==> src/rtl/fifo_pkg.sv <==
// Shared types for the FIFO read-side upsizer.
// Flush FSM state encoding.
package fifo_pkg;

    typedef enum logic [1:0] {
        S_RUN,
        S_FLUSH_WAIT,
        S_FLUSH_EMIT
    } upsizer_state_t;

endpackage

==> src/rtl/fifo_rd_upsizer.sv <==
// Pops narrow FIFO words and packs RATIO of them into one wide beat.
// flush pushes out a partial beat with a keep mask.
module fifo_rd_upsizer
    import fifo_pkg::*;
#(
    parameter int WIDTH = 8,
    parameter int RATIO = 4
) (
    input  logic                     clk,
    input  logic                     rst_sync_n,
    input  logic                     fifo_empty,
    output logic                     fifo_rd_en,
    input  logic [WIDTH-1:0]         fifo_dout,
    input  logic                     flush,
    output logic                     flush_done,
    output logic                     busy,
    output logic                     out_valid,
    input  logic                     out_ready,
    output logic [WIDTH*RATIO-1:0]   out_data,
    output logic [RATIO-1:0]         out_keep
);

    localparam int CW = $clog2(RATIO + 1);
    localparam int IW = $clog2(RATIO);
    localparam logic [CW-1:0] FULL = CW'(RATIO);
    localparam logic [CW-1:0] LAST = CW'(RATIO - 1);

    upsizer_state_t state, state_nxt;
    logic [CW-1:0]  cnt;
    logic           pend;
    logic [WIDTH-1:0] slot [RATIO];

    logic out_free;
    logic land_last;
    logic load_full;
    logic load_part;
    logic pop;
    logic done_nxt;
    logic [WIDTH*RATIO-1:0] full_beat;
    logic [WIDTH*RATIO-1:0] part_beat;
    logic [RATIO-1:0]       part_keep;

    assign out_free  = !out_valid || out_ready;
    assign land_last = pend && (cnt == LAST);
    assign load_full = out_free && (land_last || cnt == FULL);
    assign load_part = out_free && (state == S_FLUSH_EMIT);

    // A completing word that drains straight out frees its slot, so the
    // next pop may overlap it and keep one beat per RATIO cycles.
    assign fifo_rd_en = rst_sync_n && (state == S_RUN) && !fifo_empty &&
                        ((cnt + CW'(pend) < FULL) || (land_last && out_free));
    assign pop = fifo_rd_en && !fifo_empty;

    always_comb begin
        full_beat = '0;
        part_beat = '0;
        part_keep = '0;
        for (int i = 0; i < RATIO; i++) begin
            full_beat[i*WIDTH +: WIDTH] = slot[i];
            if (CW'(i) < cnt) begin
                part_beat[i*WIDTH +: WIDTH] = slot[i];
                part_keep[i] = 1'b1;
            end
        end
        if (land_last) begin
            full_beat[(RATIO-1)*WIDTH +: WIDTH] = fifo_dout;
        end
    end

    // Pack register
    always_ff @(posedge clk) begin
        if (!rst_sync_n) begin
            cnt  <= '0;
            pend <= 1'b0;
        end else begin
            pend <= pop;
            if (load_full || load_part) begin
                cnt <= '0;
            end else if (pend) begin
                cnt <= cnt + CW'(1);
            end
        end
    end

    always_ff @(posedge clk) begin
        if (pend && !(land_last && out_free)) begin
            slot[cnt[IW-1:0]] <= fifo_dout;
        end
    end

    // Output register
    always_ff @(posedge clk) begin
        if (!rst_sync_n) begin
            out_valid <= 1'b0;
            out_data  <= '0;
            out_keep  <= '0;
        end else if (load_full) begin
            out_valid <= 1'b1;
            out_data  <= full_beat;
            out_keep  <= '1;
        end else if (load_part) begin
            out_valid <= 1'b1;
            out_data  <= part_beat;
            out_keep  <= part_keep;
        end else if (out_ready) begin
            out_valid <= 1'b0;
        end
    end

    // Flush FSM
    always_ff @(posedge clk) begin
        if (!rst_sync_n) begin
            state      <= S_RUN;
            flush_done <= 1'b0;
            busy       <= 1'b0;
        end else begin
            state      <= state_nxt;
            flush_done <= done_nxt;
            busy       <= (state_nxt != S_RUN);
        end
    end

    always_comb begin
        state_nxt = state;
        done_nxt  = 1'b0;
        unique case (state)
            S_RUN: begin
                if (flush) begin
                    state_nxt = S_FLUSH_WAIT;
                end
            end
            S_FLUSH_WAIT: begin
                if (!pend && cnt != FULL) begin
                    if (cnt == '0) begin
                        done_nxt  = 1'b1;
                        state_nxt = S_RUN;
                    end else begin
                        state_nxt = S_FLUSH_EMIT;
                    end
                end
            end
            S_FLUSH_EMIT: begin
                if (out_free) begin
                    done_nxt  = 1'b1;
                    state_nxt = S_RUN;
                end
            end
            default: state_nxt = S_RUN;
        endcase
    end

endmodule

==> config.mk <==
export PLATFORM = sky130hd
export DESIGN_NAME = fifo_rd_upsizer
export DESIGN_NICKNAME = d
export VERILOG_FILES = /design/src/rtl/fifo_pkg.sv /design/src/rtl/fifo_rd_upsizer.sv
export SDC_FILE = /design/constraint.sdc
export NUM_CORES = 1
export LEC_CHECK = 0
export CORE_MARGIN = 2
export CORE_UTILIZATION = 25
export CTS_CLUSTER_SIZE = 8
export DETAILED_ROUTE_END_ITERATION = 16
export GPL_ROUTABILITY_DRIVEN = 0
export HOLD_SLACK_MARGIN = 0.1
export PLACE_DENSITY = 0.48
export SYNTH_ARGS = -nofsm -noshare
export SYNTH_HDL_FRONTEND = slang
export SYNTH_SLANG_ARGS = --single-unit
==> constraint.sdc <==
create_clock -name clk -period 5.1 [get_ports clk]
set_clock_uncertainty 0.05 [all_clocks]
set_input_delay 0.51 -clock clk [delete_from_list [all_inputs] [get_ports clk]]
set_output_delay 0.51 -clock clk [all_outputs]
set_load 0.02 [all_outputs]
## Yosys cells after proc, flatten, opt, wreduce, memory -nomap -nowiden

Memory sizes are Yosys's and may differ from the RTL's.
Cells that the tools add are included.

- Add/subtract/negate cells: 2
- $mul: 0
- Div/mod/pow operators: 0
- $lt $le $gt $ge: 5
- Equality and inequality tests: 5
- Shift-type cells: 0
- Mux-type cells: 27
- Bitwise logic cells: 1
- Reduce and logical (&&, ||, !) cells: 24

Operators with widths:

| kind | number |
|---|---|
| 2-to-1 mux 32 bit | 2 |
| 2-to-1 mux 8 bit | 5 |
| 2-to-1 mux 1 bit | 12 |
| logical AND 1 bit | 10 |
| 2-to-1 mux 2 bit | 4 |
| 2-to-1 mux 4 bit | 2 |
| < comparator 1 x 3 -> 1 bit (first input constant) | 2 |
| < comparator 2 x 3 -> 1 bit (first input constant) | 2 |
| one-hot mux 2 bit (3 select lines) | 1 |
| zero test 1 bit | 4 |
| logical OR 1 bit | 4 |
| nonzero test 2 bit | 2 |
| adder 3 x 1 -> 3 bit | 1 |
| adder 3 x 1 -> 3 bit (second input constant) | 1 |
| == test 3 x 2 -> 1 bit (second input constant) | 1 |
| == test 3 bit (second input constant) | 1 |
| zero test 3 bit | 1 |
| < comparator 3 bit (second input constant) | 1 |
| != test 3 bit (second input constant) | 1 |
| nonzero test 3 bit | 1 |
| == test 2 x 1 -> 1 bit (second input constant) | 1 |
| == test 2 bit (second input constant) | 1 |
| zero test 2 bit | 1 |
| one-hot mux 1 bit (2 select lines) | 1 |
| other kinds (2) | 2 |

- Flip-flop bits (word level): 45
- Bits in latches: 0
- RAM bits: 32
- ROM bits: 0
- Memories: 1

Memories:

| memory | words | width | rd ports | clocked after memory_dff | write ports | RTL line | source |
|---|---|---|---|---|---|---|---|
| slot | 4 | 8 | 4 | 0 | 1 | fifo_rd_upsizer.sv:31 | `logic [WIDTH-1:0] slot [RATIO];` |

## Longest topological paths before layout

Gate-level depths: netlist (run 1).

- Word-level depth: 7
- Mapped depth: 7

## Worst setup path after synthesis (run 1)

OpenSTA, ideal clock, no wires.

- Path kind: input to output
- Start: input out_ready
- End: output fifo_rd_en
- Data arrival time: 1.963 ns
- Data required time: 4.540 ns
- Path slack: 2.577 ns
- Stages on the path: 4
- Buffers on the path: 1
- Cells stage by stage: nand2b_1 -> clkbuf_1 -> nor3_1 -> a2111oi_0

- Cells in the longest elaborated chain, start to end: 4

Ends and longest elaborated chain:

| element | RTL line | source |
|---|---|---|
| from (decl) | fifo_rd_upsizer.sv:18 | `input logic out_ready,` |
| logical OR 1 bit | fifo_rd_upsizer.sv:43 | `assign out_free = !out_valid \|\| out_ready;` |
| logical AND 1 bit | fifo_rd_upsizer.sv:51 | `((cnt + CW'(pend) < FULL) \|\| (land_last && out_free));` |
| logical OR 1 bit | fifo_rd_upsizer.sv:51 |  |
| logical AND 1 bit | fifo_rd_upsizer.sv:50 | `assign fifo_rd_en = rst_sync_n && (state == S_RUN) && !fifo_empty &&` |
| to (decl) | fifo_rd_upsizer.sv:12 | `output logic fifo_rd_en,` |

No other way between the ends.

## Final worst setup path (run 1)

Same ends and word-level chain as after synthesis.

==> results.txt, run 1 <==
Power, Total: 0.00142 W
asr flop ratio synth: 0
Total Negative Setup Slacks: 0 ns
Syn Nets: 256
Setup crit start kind: primary input
mux share of post-synthesis cell area: 0.00339
Die W: 113 µm
VDD IR max: 0.137 mV
Max Cap Viol: 0
Seq/Total Area, Yosys: 0.630
Buf+Inv Stages, Crit Path: 2
Cell Area, Placed: 3590 µm²
CTS tree: done
cts bufs inserted: 9
final hold violation count: 0
xor and xnor area share after synthesis: 0.00592
Post-Syn Area: 2960 µm²
Fmax: 302 MHz
Static Leak: 1.44 nW
Worst R2R Path Depth: 5
Worst-Margin Slew: 0.906 ns
Vert. Die Dim: 113 µm
max incr delay on CP: 0.68 ns
worst-path cell chain: clkdlybuf4s50_1 -> nand2b_1 -> nor3_1 -> a2111oi_0 -> clkdlybuf4s50_1
crit path time final: 3.31 ns
GR Util All Layers: 0.112
flops & latches, synth: 77
DRC Markers: 0
worst r2r src: cnt[0]
WL per Instance: 16.0 µm
DR vias: 1,972
n_diodes: 0
final setup margin: 1.79 ns
Avg Synthesized Cell Area: 12.6 µm²
Crit. End Element: primary output
hold buffers post-CTS: 0
CP endpoint: fifo_rd_en
Initial Utilization: 0.258
Yosys top cell area share: 0.325
Simple-Gate Fraction of Synth Area: 0.0749
CTS max path bufs: 2
largest net degree at the start of global routing: 23
top-count cell post-synth: dfxtp_1
site row count: 39
post-CTS resize count: 0
IO Port Bufs: 52
final setup vio count: 0
placed insts: 416
final worst-path cycle share: 0.649
status: finished, final reports clean
Hold Crit Class: reg -> reg
Final Instance Area: 3910 µm²
Cells after Synth: 235
DR iter-0 viols: 139
Compound-Gate Fraction of Synth Area: 0.189
unrepaired setup endpoints after global routing: no
CP Class: in -> out
number of global-route vias before repair: 1,955
Max Slew Vio Count: 0
pre-CTS setup slack: 1.77 ns
most common library cells after synthesis: dfxtp_1 (45), edfxtp_1 (32), inv_1 (32)
main combinational cell family by area after synthesis: compound AO/OA/AOI/OAI gates
fraction of layout cells with a size suffix above 1: 0.0727
Routed Wire Length: 6900 µm
Crit. Startpoint: out_ready
Netlist cell types: 47
Yosys top cell by area: edfxtp_1
CP max FO: 15
Detailed Place HPWL: 4580 µm
Synth Area in Adders: 0.0339
reg-to-reg endpoint: out_data[29]
pwr dens: 364 nW/µm²
crit-path most repeated cell: clkdlybuf4s50_1
Slew HR: 0.394
WP data required: 4.54 ns
YS warnings: 0
Clk Latency, worst-skew pair: 0.33 ns
total gr overflow: 0
initial antenna violation count: 0
final cell count without fillers: 432
CTS clk-pin slew, worst paths: 0.06 ns
ys flop type: dfxtp_1
CP max-delay cell: clkdlybuf4s50_1
Root Buffer: clkbuf_16
first-pass detailed-route iteration total: 4
Core ar.: 11,500 µm²
io pins: 53
CP delay by family, top: buffers and inverters
nets@finish: 305
drt via density: 4.56
Post-synth EDFFs: 32
Area Growth Syn to Fin: 32.3%
clk sinks: 77
leading post-synthesis cells by cell area: edfxtp_1 (33%), dfxtp_1 (30%), a22o_1 (5.0%)
setup bufs post-CTS: 0
Die ar.: 12,700 µm²
FF-to-FF setup slack: 2.77 ns
first-pass GRT wire length: 10,900 µm
H-Tree Depth: 3
Worst EP arrival: 2.75 ns
Stages on worst setup path: 5
antenna viol nets, final: 0
how the worst min path moves through the flow:
stage	from	endpoint	cells past startpoint
after floorplan	slot[0][0]	out_data[0]	1
after global placement	out_keep[0]	out_keep[0]	1
after detailed placement	slot[0][5]	out_data[5]	1
after CTS	slot[0][5]	out_data[5]	1
after global routing	slot[2][1]	out_data[17]	1
final	slot[0][5]	out_data[5]	1
cells in the final DEF, fill, tap and decap left out, types with 5 or more instances in the layout:
cell type,Yosys,final
a22o_1,17,17
clkbuf_16,0,9
clkdlybuf4s50_1,0,52
dfxtp_1,45,45
edfxtp_1,32,32
ha_1,8,8
inv_1,32,32
nand2_1,9,9
nand4_1,5,5
nor2_1,8,8
o221ai_1,5,5
o32ai_1,9,9
per-layer routing:
layer,up-vias,wire length (µm),part of all wire,track usage
met5,-,0,0,0
met4,0,63,0.0091,0.0512
met3,4,277,0.040,0.0289
met2,40,3120,0.45,0.170
met1,957,3440,0.50,0.151
li1,971,-,-,-
cells by family after synthesis:
kind of cell               Yosys count
xor gates and xnor gates             2
adders and majority gates            8
AOI/OAI and AO/OA                   63
DFF                                 77
muxes                                1
buffers and inverters               46
and+or+nand+nor                     38
flip-flops by register name (all words and copies together) (netlist names):
name and count:
out_valid 1, out_keep 4, busy 1, cnt 3, out_data 32, flush_done 1, slot 32, pend 1
state 2
through the flow:
step / utilization / hold slack, ns
3_5_place_dp: 0.313 / 0.392
6_report: 0.341 / 0.401
4_1_cts: 0.341 / 0.404
5_1_grt: 0.341 / 0.418
3_3_place_gp: 0.313 / 0.389
2_1_floorplan: - / 0.386
power breakdown:
group          total [W]  internal, W  leakage, nW  switching (W)
Combinational  0.0000714    0.0000279        0.636      0.0000435
Clock           0.000686     0.000433        0.154       0.000253
Sequential      0.000664     0.000654        0.653      0.0000103
layout make-up:
class / count / area [µm²]
clock buffer: 10 / 229
multi-input combinational: 112 / 907
inverter: 32 / 120
tap: 143 / 179
fill: 1112 / 7560
sequential: 77 / 1860
clock inverter: 6 / 93.8
timing repair buffer: 52 / 520
Power figures use the tool's default switching activity.
==> run 2, diff against run 1 <==
Settings changed: PLACE_DENSITY 0.48 to 0.5.
Clock period 5.1 ns to 2.68 ns, I/O delays scaled along.
==> results.txt, run 2 (synthesized netlist as in run 1, its figures left out) <==
site row count: 39
WL per Instance: 15.6 µm
final setup margin: 0.311 ns
final cell count without fillers: 440
H-Tree Depth: 3
n_diodes: 0
VDD IR max: 0.273 mV
Total Negative Setup Slacks: 0 ns
Fmax: 422 MHz
DRC Markers: 0
clock share of power: 0.450
initial antenna violation count: 0
number of global-route vias before repair: 2,063
setup bufs post-CTS: 0
Static Leak: 1.47 nW
drt via density: 4.66
antenna viol nets, final: 0
Seq pwr share: 0.490
DR iter-0 viols: 93
nets@finish: 313
Cell Int Power: 0.00194 W
first-pass detailed-route iteration total: 4
commonest cells after routing, fill and taps aside: clkdlybuf4s50_1 (52), dfxtp_1 (44), inv_1 (32), edfxtp_1 (32), a22o_1 (17)
sw frac: 0.240
Power, Total: 0.00256 W
Root Buffer: clkbuf_16
Routed Wire Length: 6870 µm
io pins: 53
Detailed Place HPWL: 4630 µm
WP data required: 2.36 ns
Hold Crit Class: reg -> reg
Initial Utilization: 0.258
DR vias: 2,049
hold buffers post-CTS: 0
Clk Latency, worst-skew pair: 0.34 ns
GR Util All Layers: 0.113
CTS max path bufs: 2
Core ar.: 11,500 µm²
Worst R2R Path Depth: 6
largest net degree at the start of global routing: 23
Cell Area, Placed: 3650 µm²
Worst EP arrival: 2.05 ns
Setup crit start kind: register
Slew HR: 0.542
Area Growth Syn to Fin: 33.0%
pre-CTS setup slack: 0.301 ns
Logic pwr share: 0.060
total gr overflow: 0
Max Cap Viol: 0
Crit. End Element: primary output
fillers: 1,135
crit path time final: 2.37 ns
final hold violation count: 0
placed insts: 424
CP max FO: 5
clk sinks: 77
final worst-path cycle share: 0.884
Die W: 113 µm
post-CTS resize count: 0
IO Port Bufs: 52
pwr dens: 650 nW/µm²
Final Instance Area: 3930 µm²
fraction of layout cells with a size suffix above 1: 0.104
final setup vio count: 0
Die ar.: 12,700 µm²
status: finished, final reports clean
Worst-Margin Slew: 0.687 ns
Worst Hold Depth: 1
Max Slew Vio Count: 0
unrepaired setup endpoints after global routing: no
first-pass GRT wire length: 11,000 µm
P_sw: 0.000615 W
CTS clk-pin slew, worst paths: 0.07 ns
most common cell after layout, fill and taps aside: clkdlybuf4s50_1
CP Class: reg -> out
CTS tree: done
cts bufs inserted: 9
Vert. Die Dim: 113 µm
## run 2: stage by stage
stage	util	hold WS, ns
after global routing	0.343	0.414
after CTS	0.343	0.406
after global placement	0.318	0.391
after floorplan	-	0.301
final	0.343	0.406
after detailed placement	0.318	0.391
## run 2: per-layer routing
layer	wire length, µm	part of all wire	global-route usage	vias to the layer above
li1	-	-	-	978
met1	3280	0.48	0.152	1011
met2	3150	0.46	0.172	51
met3	322	0.047	0.0332	9
met4	113	0.016	0.0439	0
met5	0	0	0	-
## run 2: area by class of cell
cell class,count,area (µm²),share of cell area
flip-flops and latches,77,1860,0.474
multi-input cells,112,908,0.231
well taps,143,179,0.0455
clock inverters,7,56.3,0.0143
clock buffers,9,225,0.0573
repair buffers,60,581,0.148
inverters,32,120,0.0305
## run 2: path summary, 6_finish.rpt
path	startpoint	end	slack, ns
worst min register to register	slot[2][6]	out_data[22]	0.41
worst max register to register	cnt[0]	out_data[21]	0.56
worst min-delay path	slot[2][6]	out_data[22]	0.41
worst max-delay path	state[1]	fifo_rd_en	0.31
## run 2: power groups by stage
stage | clock [W] | sequential, W | combinational, W
floorplan | 0 | 0.00128 | 0.0000799
global placement | 0 | 0.00128 | 0.000155
detailed placement | 0 | 0.00128 | 0.000156
CTS | 0.00117 | 0.00125 | 0.000157
global route | 0.00122 | 0.00125 | 0.000171
finish | 0.00115 | 0.00125 | 0.000154
## run 2: worst max-delay path, cell delays in order, from the launching register on
cell             delay (ns)
dfxtp_1                0.36
inv_1                  0.09
ha_1                   0.20
nand2_1                0.08
a2111oi_1              0.32
clkdlybuf4s50_1        0.67
